<file path="src/rtl/uart_pkg.sv">
// Shared UART definitions: FSM state encoding, character-length and parity codes.
// Used by both the transmitter and the receiver.
package uart_pkg;

    typedef enum logic [2:0] {
        ST_IDLE   = 3'd0,
        ST_START  = 3'd1,
        ST_DATA   = 3'd2,
        ST_PARITY = 3'd3,
        ST_STOP   = 3'd4
    } uart_state_t;

    localparam logic [1:0] BITS_5 = 2'b00;
    localparam logic [1:0] BITS_6 = 2'b01;
    localparam logic [1:0] BITS_7 = 2'b10;
    localparam logic [1:0] BITS_8 = 2'b11;

    localparam logic [1:0] PAR_NONE     = 2'b00;
    localparam logic [1:0] PAR_EVEN     = 2'b01;
    localparam logic [1:0] PAR_ODD      = 2'b10;
    localparam logic [1:0] PAR_NONE_ALT = 2'b11;

    // Index of the last data bit for a character-length code (5 bits -> 4 ... 8 bits -> 7).
    function automatic logic [2:0] last_bit_idx(input logic [1:0] bits);
        return 3'(bits) + 3'd4;
    endfunction

    function automatic logic parity_enabled(input logic [1:0] mode);
        return (mode == PAR_EVEN) || (mode == PAR_ODD);
    endfunction

    // Parity covers only the selected character length; upper bits are masked off.
    function automatic logic parity_bit(input logic [7:0] data,
                                        input logic [1:0] bits,
                                        input logic [1:0] mode);
        logic [7:0] mask;
        mask = 8'hFF >> (2'd3 - bits);
        return (^(data & mask)) ^ (mode == PAR_ODD);
    endfunction

endpackage

</file>
<file path="src/rtl/uart_baud_tick.sv">
// Bit-period counter: pulses tick on the last clock of every bit (div+1 clocks per bit).
// Restart or disable clears the count so nothing carries over between frames.
module uart_baud_tick #(
    parameter int DIV_W = 16
) (
    input  logic             clk,
    input  logic             rst_n,
    input  logic             en,
    input  logic             restart,
    input  logic [DIV_W-1:0] div,
    output logic             tick
);

    logic [DIV_W-1:0] r_cnt;

    assign tick = en && (r_cnt == div);

    always_ff @(posedge clk or negedge rst_n) begin
        if (!rst_n) begin
            r_cnt <= '0;
        end else if (!en || restart || tick) begin
            r_cnt <= '0;
        end else begin
            r_cnt <= r_cnt + 1'b1;
        end
    end

endmodule

</file>
<file path="src/rtl/uart_tx_param.sv">
// Parameterised UART transmitter: 5-8 data bits, optional even/odd parity, 1 or 2 stop bits.
// tx_done marks the last stop-bit clock, where a new character may be accepted back-to-back.
module uart_tx_param
    import uart_pkg::*;
#(
    parameter int   DIV_W    = 16,
    parameter logic IDLE_LVL = 1'b1
) (
    input  logic             clk,
    input  logic             rst_n,
    input  logic [DIV_W-1:0] div,
    input  logic [1:0]       data_bits,
    input  logic [1:0]       parity_mode,
    input  logic             stop2,
    input  logic [7:0]       tx_data,
    input  logic             tx_valid,
    output logic             tx_ready,
    output logic             tx,
    output logic             busy,
    output logic             tx_done
);

    uart_state_t      r_state, w_state_next;
    logic             r_tx, w_tx_next;
    logic [7:0]       r_shift, w_shift_next;
    logic [2:0]       r_bit_cnt, w_bit_cnt_next;
    logic [DIV_W-1:0] r_div;
    logic [1:0]       r_bits;
    logic             r_par_en;
    logic             r_par;
    logic             r_stop2;

    logic w_tick;
    logic w_accept;
    logic w_done;
    logic w_busy;
    logic w_en;

    assign w_en     = (r_state != ST_IDLE);
    assign w_busy   = w_en && !w_done;
    assign w_accept = tx_valid && !w_busy;

    assign tx_ready = !w_busy;
    assign busy     = w_busy;
    assign tx_done  = w_done;
    assign tx       = r_tx;

    uart_baud_tick #(
        .DIV_W (DIV_W)
    ) u_baud_tick (
        .clk     (clk),
        .rst_n   (rst_n),
        .en      (w_en),
        .restart (w_accept),
        .div     (r_div),
        .tick    (w_tick)
    );

    always_comb begin
        w_state_next   = r_state;
        w_tx_next      = r_tx;
        w_shift_next   = r_shift;
        w_bit_cnt_next = r_bit_cnt;
        w_done         = 1'b0;

        case (r_state)
            ST_IDLE: begin
                w_tx_next = IDLE_LVL;
                if (w_accept) begin
                    w_state_next = ST_START;
                    w_tx_next    = !IDLE_LVL;
                end
            end
            ST_START: begin
                if (w_tick) begin
                    w_state_next   = ST_DATA;
                    w_tx_next      = r_shift[0];
                    w_shift_next   = r_shift >> 1;
                    w_bit_cnt_next = 3'd0;
                end
            end
            ST_DATA: begin
                if (w_tick) begin
                    if (r_bit_cnt == last_bit_idx(r_bits)) begin
                        w_bit_cnt_next = 3'd0;
                        if (r_par_en) begin
                            w_state_next = ST_PARITY;
                            w_tx_next    = r_par;
                        end else begin
                            w_state_next = ST_STOP;
                            w_tx_next    = IDLE_LVL;
                        end
                    end else begin
                        w_bit_cnt_next = r_bit_cnt + 3'd1;
                        w_tx_next      = r_shift[0];
                        w_shift_next   = r_shift >> 1;
                    end
                end
            end
            ST_PARITY: begin
                if (w_tick) begin
                    w_state_next   = ST_STOP;
                    w_tx_next      = IDLE_LVL;
                    w_bit_cnt_next = 3'd0;
                end
            end
            ST_STOP: begin
                if (w_tick) begin
                    if (r_stop2 && (r_bit_cnt == 3'd0)) begin
                        w_bit_cnt_next = 3'd1;
                    end else begin
                        // Last stop-bit clock: an accept here chains straight into the next start bit.
                        w_done = 1'b1;
                        if (w_accept) begin
                            w_state_next = ST_START;
                            w_tx_next    = !IDLE_LVL;
                        end else begin
                            w_state_next = ST_IDLE;
                            w_tx_next    = IDLE_LVL;
                        end
                    end
                end
            end
            default: begin
                w_state_next = ST_IDLE;
                w_tx_next    = IDLE_LVL;
            end
        endcase

        if (w_accept) begin
            w_shift_next   = tx_data;
            w_bit_cnt_next = 3'd0;
        end
    end

    always_ff @(posedge clk or negedge rst_n) begin
        if (!rst_n) begin
            r_state   <= ST_IDLE;
            r_tx      <= IDLE_LVL;
            r_shift   <= '0;
            r_bit_cnt <= '0;
            r_div     <= '0;
            r_bits    <= BITS_5;
            r_par_en  <= 1'b0;
            r_par     <= 1'b0;
            r_stop2   <= 1'b0;
        end else begin
            r_state   <= w_state_next;
            r_tx      <= w_tx_next;
            r_shift   <= w_shift_next;
            r_bit_cnt <= w_bit_cnt_next;
            if (w_accept) begin
                r_div    <= div;
                r_bits   <= data_bits;
                r_par_en <= parity_enabled(parity_mode);
                r_par    <= parity_bit(tx_data, data_bits, parity_mode);
                r_stop2  <= stop2;
            end
        end
    end

endmodule
</file>
<file path="config.mk">
export PLATFORM = sky130hd
export DESIGN_NAME = uart_tx_param
export DESIGN_NICKNAME = d
export VERILOG_FILES = /design/src/rtl/uart_pkg.sv /design/src/rtl/uart_baud_tick.sv /design/src/rtl/uart_tx_param.sv
export SDC_FILE = /design/constraint.sdc
export NUM_CORES = 1
export LEC_CHECK = 0
export ABC_AREA = 1
export ABC_CLOCK_PERIOD_IN_PS = 1700
export CORE_MARGIN = 10
export CORE_UTILIZATION = 50
export CTS_BUF_LIST = sky130_fd_sc_hd__clkbuf_4 sky130_fd_sc_hd__clkbuf_8 sky130_fd_sc_hd__clkbuf_16
export DETAILED_ROUTE_END_ITERATION = 10
export PLACE_DENSITY = 0.88
export RECOVER_POWER = 100
export SETUP_SLACK_MARGIN = 0.05
export SLEW_MARGIN = 15
export SYNTH_ARGS = -nofsm -noshare
export SYNTH_HDL_FRONTEND = slang
export SYNTH_SLANG_ARGS = --single-unit
</file>
<file path="constraint.sdc">
create_clock -name clk -period 1.7 [get_ports clk]
set_input_delay 0.34 -clock clk [delete_from_list [all_inputs] [get_ports clk]]
set_output_delay 0.34 -clock clk [all_outputs]
set_load 0.1 [all_outputs]
</file>
==> results.cfg, run 1 <==
[critical_path]
cp.required_ps = 1910
reg2regPathDepth = 15
cp_slowest_cell = dfrtp_1
reg2reg_from = r_div[8]
cp_cell_sequence = inv_1, nand2_1, nand2_1, nor2_1, nand2_1, nor2_4, nand3_4, nand2_8, buf_4, buf_6, nand2_8, buf_8, buf_8, nand4_1, nand2_1
timing.critical_path.mode_cell = nand2_1
r2r_slack_ps = -600
critical_path_arrival_ps = 2510
crit_start = r_div[8]
path_class = flip-flop to flip-flop
worst_setup_path_start_kind = flip-flop
end_kind = flip-flop
r2r_end = r_bit_cnt[0]
critical_path.max_fanout = 6
slowest_delay_ps = 410

[power]
swShare = 0.231
switchingPower_mw = 0.553
powerDensity_mw_per_mm2 = 508
p_comb_frac = 0.069
p_int_mw = 1.84
p_clk_frac = 0.414
leakage_nw = 2.31
irDropWorstVdd_mv = 0.487
p_seq_frac = 0.517

[cells_and_area]
final_common_cell = nand2_1
final_cell_mix = nand2_1 (114), dfrtp_1 (51), buf_4 (50)
nNetsFinal = 565
n_antenna_cell = 0
final_area_sq_mm = 0.00471
syn_to_final_growth_pct = 58.2
drive_gt1_frac = 0.377

[timing]
rsz0062_at_grt = yes
fin_crit_sh = 1.35
drv_slew = 0
max_freq_mhz = 435
hold_viol_final = 0
worst_pin_slew_ps = 1350
relSlewSlack = 0.0979
finalWorstSetupSlack_ps = -601
setup_viol = 55
period_needed_ps = 2300
skew_ps = 21.6
whs_ps = 202

[floorplanning]
fp-row-count = 28
dieArea_sq_mm = 0.00944
fp.dieW_microns = 97.2
die_h_microns = 97.2
core_sq_mm = 0.00585
initial_core_util = 0.509
io_pins = 36

[run_status]
outcome = complete, but fails checks
violations = negative setup slack

[cts]
ctsLongestPathBuffers = 2
root_buffer = clkbuf_8
clock-sinks = 52
hold_buffers = 0
path_clk_slew_ps = 120
cts_tree = done
htree_levels = 2
clkLatencyLatePin_ps = 330
numCtsBuffers = 5

[grt]
gr-total-overflow = 0
grt_pass1_vias = 3474
antenna_found_initial = 0
grt_pass1_wl_mm = 17.2
grt_max_degree = 31
grt_use_total = 0.221

[drt]
antenna_left = 0
drt-met1-wl_mm = 4.53
wl_met2_mm = 6.19
wl_per_cell_microns = 21.4
first_pass_iters = 9
vias = 3641
vias_per_cell = 6.02
dr_wl_met3_mm = 1.28
top_layer = met4
drtIter0Drc = 627
drt_wl_total_mm = 12.9
drcViolationCount = 0

[worst_hold_path]
min_path_type = primary input to async pin

[place]
hpwlAfterDp_mm = 5.73
dpl-instance-area_sq_mm = 0.00383
io_buffers = 35
finalWeightedCongestion = 0.894

[logic_synthesis]
syn_nets = 454
syn-cell-area_sq_mm = 0.00298
yosys.area.top_type = dfrtp_1
synth_area_leaders = dfrtp_1 (43%), nand2_1 (21%), inv_1 (5.9%)
synth-seq-cells = 52
syn_area_per_cell_sq_um = 7.12
synth_cell_types = 30
synth_top_area_frac = 0.429
yosysWarningCount = 0
seq_area_frac_synth = 0.438
netlist_instances = 418

[run]
drv_cap = 0
-- critical path: cells and delay by family (launching register included) --
kind                   cells  cell delay (ps)
AND/OR/NAND/NOR           10             1110
flip-flops                 1              410
buffers and inverters      5              660
-- cells by family (layout without fill, tap and decap cells) --
group                      count (synthesis)  in the layout  synth area share
AOI/OAI and AO/OA                         35             35            0.0622
buffers and inverters                     61            172            0.0857
and+or+nand+nor                          247            248             0.342
adders and majority gates                  4              4            0.0168
DFF                                       52             52             0.438
xor gates and xnor gates                  19             19            0.0559
-- power groups by stage --
stage | Clock [mW] | Sequential [mW] | Combinational (mW)
3_3_place_gp | 0 | 1.26 | 0.146
3_5_place_dp | 0 | 1.26 | 0.148
4_1_cts | 0.953 | 1.24 | 0.159
2_1_floorplan | 0 | 1.26 | 0.0325
6_report | 0.990 | 1.24 | 0.165
5_1_grt | 1.02 | 1.24 | 0.176
-- flip-flops by register name, summed over array words and instances, names as in the netlist --
signal,flops
r_shift,8
r_bits,2
r_par,1
r_bit_cnt,3
r_par_en,1
r_div,16
r_stop2,1
tx,1
r_state,3
u_baud_tick.r_cnt,16
-- synth_stat cells --
cell type,n
nand2_4,2
nor4_1,1
a21oi_1,6
xor2_1,14
clkinv_2,1
nor3_1,13
nor2_1,42
buf_6,2
inv_2,5
clkbuf_1,1
xnor2_1,5
nand3_2,2
o31ai_1,1
dfstp_2,1
buf_2,2
dfrtp_1,51
nand4_1,6
buf_4,2
o21ai_0,21
o21ai_2,1
nor3b_1,1
inv_1,47
a21oi_2,1
nand3_1,14
buf_1,1
o21ai_1,5
nor2_2,2
nand2_1,163
or2_2,1
ha_1,4
-- cell type report --
type / instances / area (sq um)
inverter: 53 / 215
multi-input combinational: 306 / 1850
fill: 325 / 1140
sequential: 52 / 1300
tap: 75 / 93.8
clock inverter: 1 / 30.0
clock buffer: 7 / 96.3
timing repair buffer: 111 / 1120
-- worst max path at each step --
| stage | end | slack [ps] | cells after the start |
|---|---|---|---|
| finish | r_bit_cnt[0] | -600 | 15 |
| global route | r_bit_cnt[0] | -620 | 15 |
| floorplan | busy | -310 | 8 |
| detailed placement | r_shift[7] | -240 | 13 |
| CTS | busy | -390 | 9 |
| global placement | r_shift[7] | -200 | 13 |
-- through the flow --
stage	setup TNS (ps)	utilization	cells	worst slack, ps	total power, mW
2_1_floorplan	-3970	-	418	-312	1.29
3_3_place_gp	-5400	0.654	570	-203	1.41
5_1_grt	-28040	0.805	605	-621	2.44
6_report	-27150	0.805	605	-601	2.39
3_5_place_dp	-7590	0.654	570	-244	1.41
4_1_cts	-8220	0.766	597	-393	2.35
-- metal layers --
| layer | vias to the layer above | GRT usage |
|---|---|---|
| li1 | 1519 | - |
| met3 | 114 | 0.0541 |
| met5 | - | 0 |
| met2 | 302 | 0.381 |
| met1 | 1706 | 0.240 |
| met4 | 0 | 0.128 |
-- what timing repair did --
item,in CTS,in global routing
setup endpoints to repair,55,55
pin swaps,28,25
cloned,3,1
setup buffers,18,9
gates resized for setup,102,61
hold endpoints to repair,0,0
Note: power is estimated with default switching activity, not from simulation.
==> run 2: changes to the inputs <==
--- a/config.mk
+++ b/config.mk
@@ -10,6 +10,7 @@
 export CORE_MARGIN = 10
 export CORE_UTILIZATION = 50
 export CTS_BUF_LIST = sky130_fd_sc_hd__clkbuf_4 sky130_fd_sc_hd__clkbuf_8 sky130_fd_sc_hd__clkbuf_16
+export CTS_CLUSTER_DIAMETER = 200
 export DETAILED_ROUTE_END_ITERATION = 10
 export PLACE_DENSITY = 0.88
 export RECOVER_POWER = 100
==> results of run 2 <==
Same layout as run 1: the final DEF is identical, and so are final timing and power.
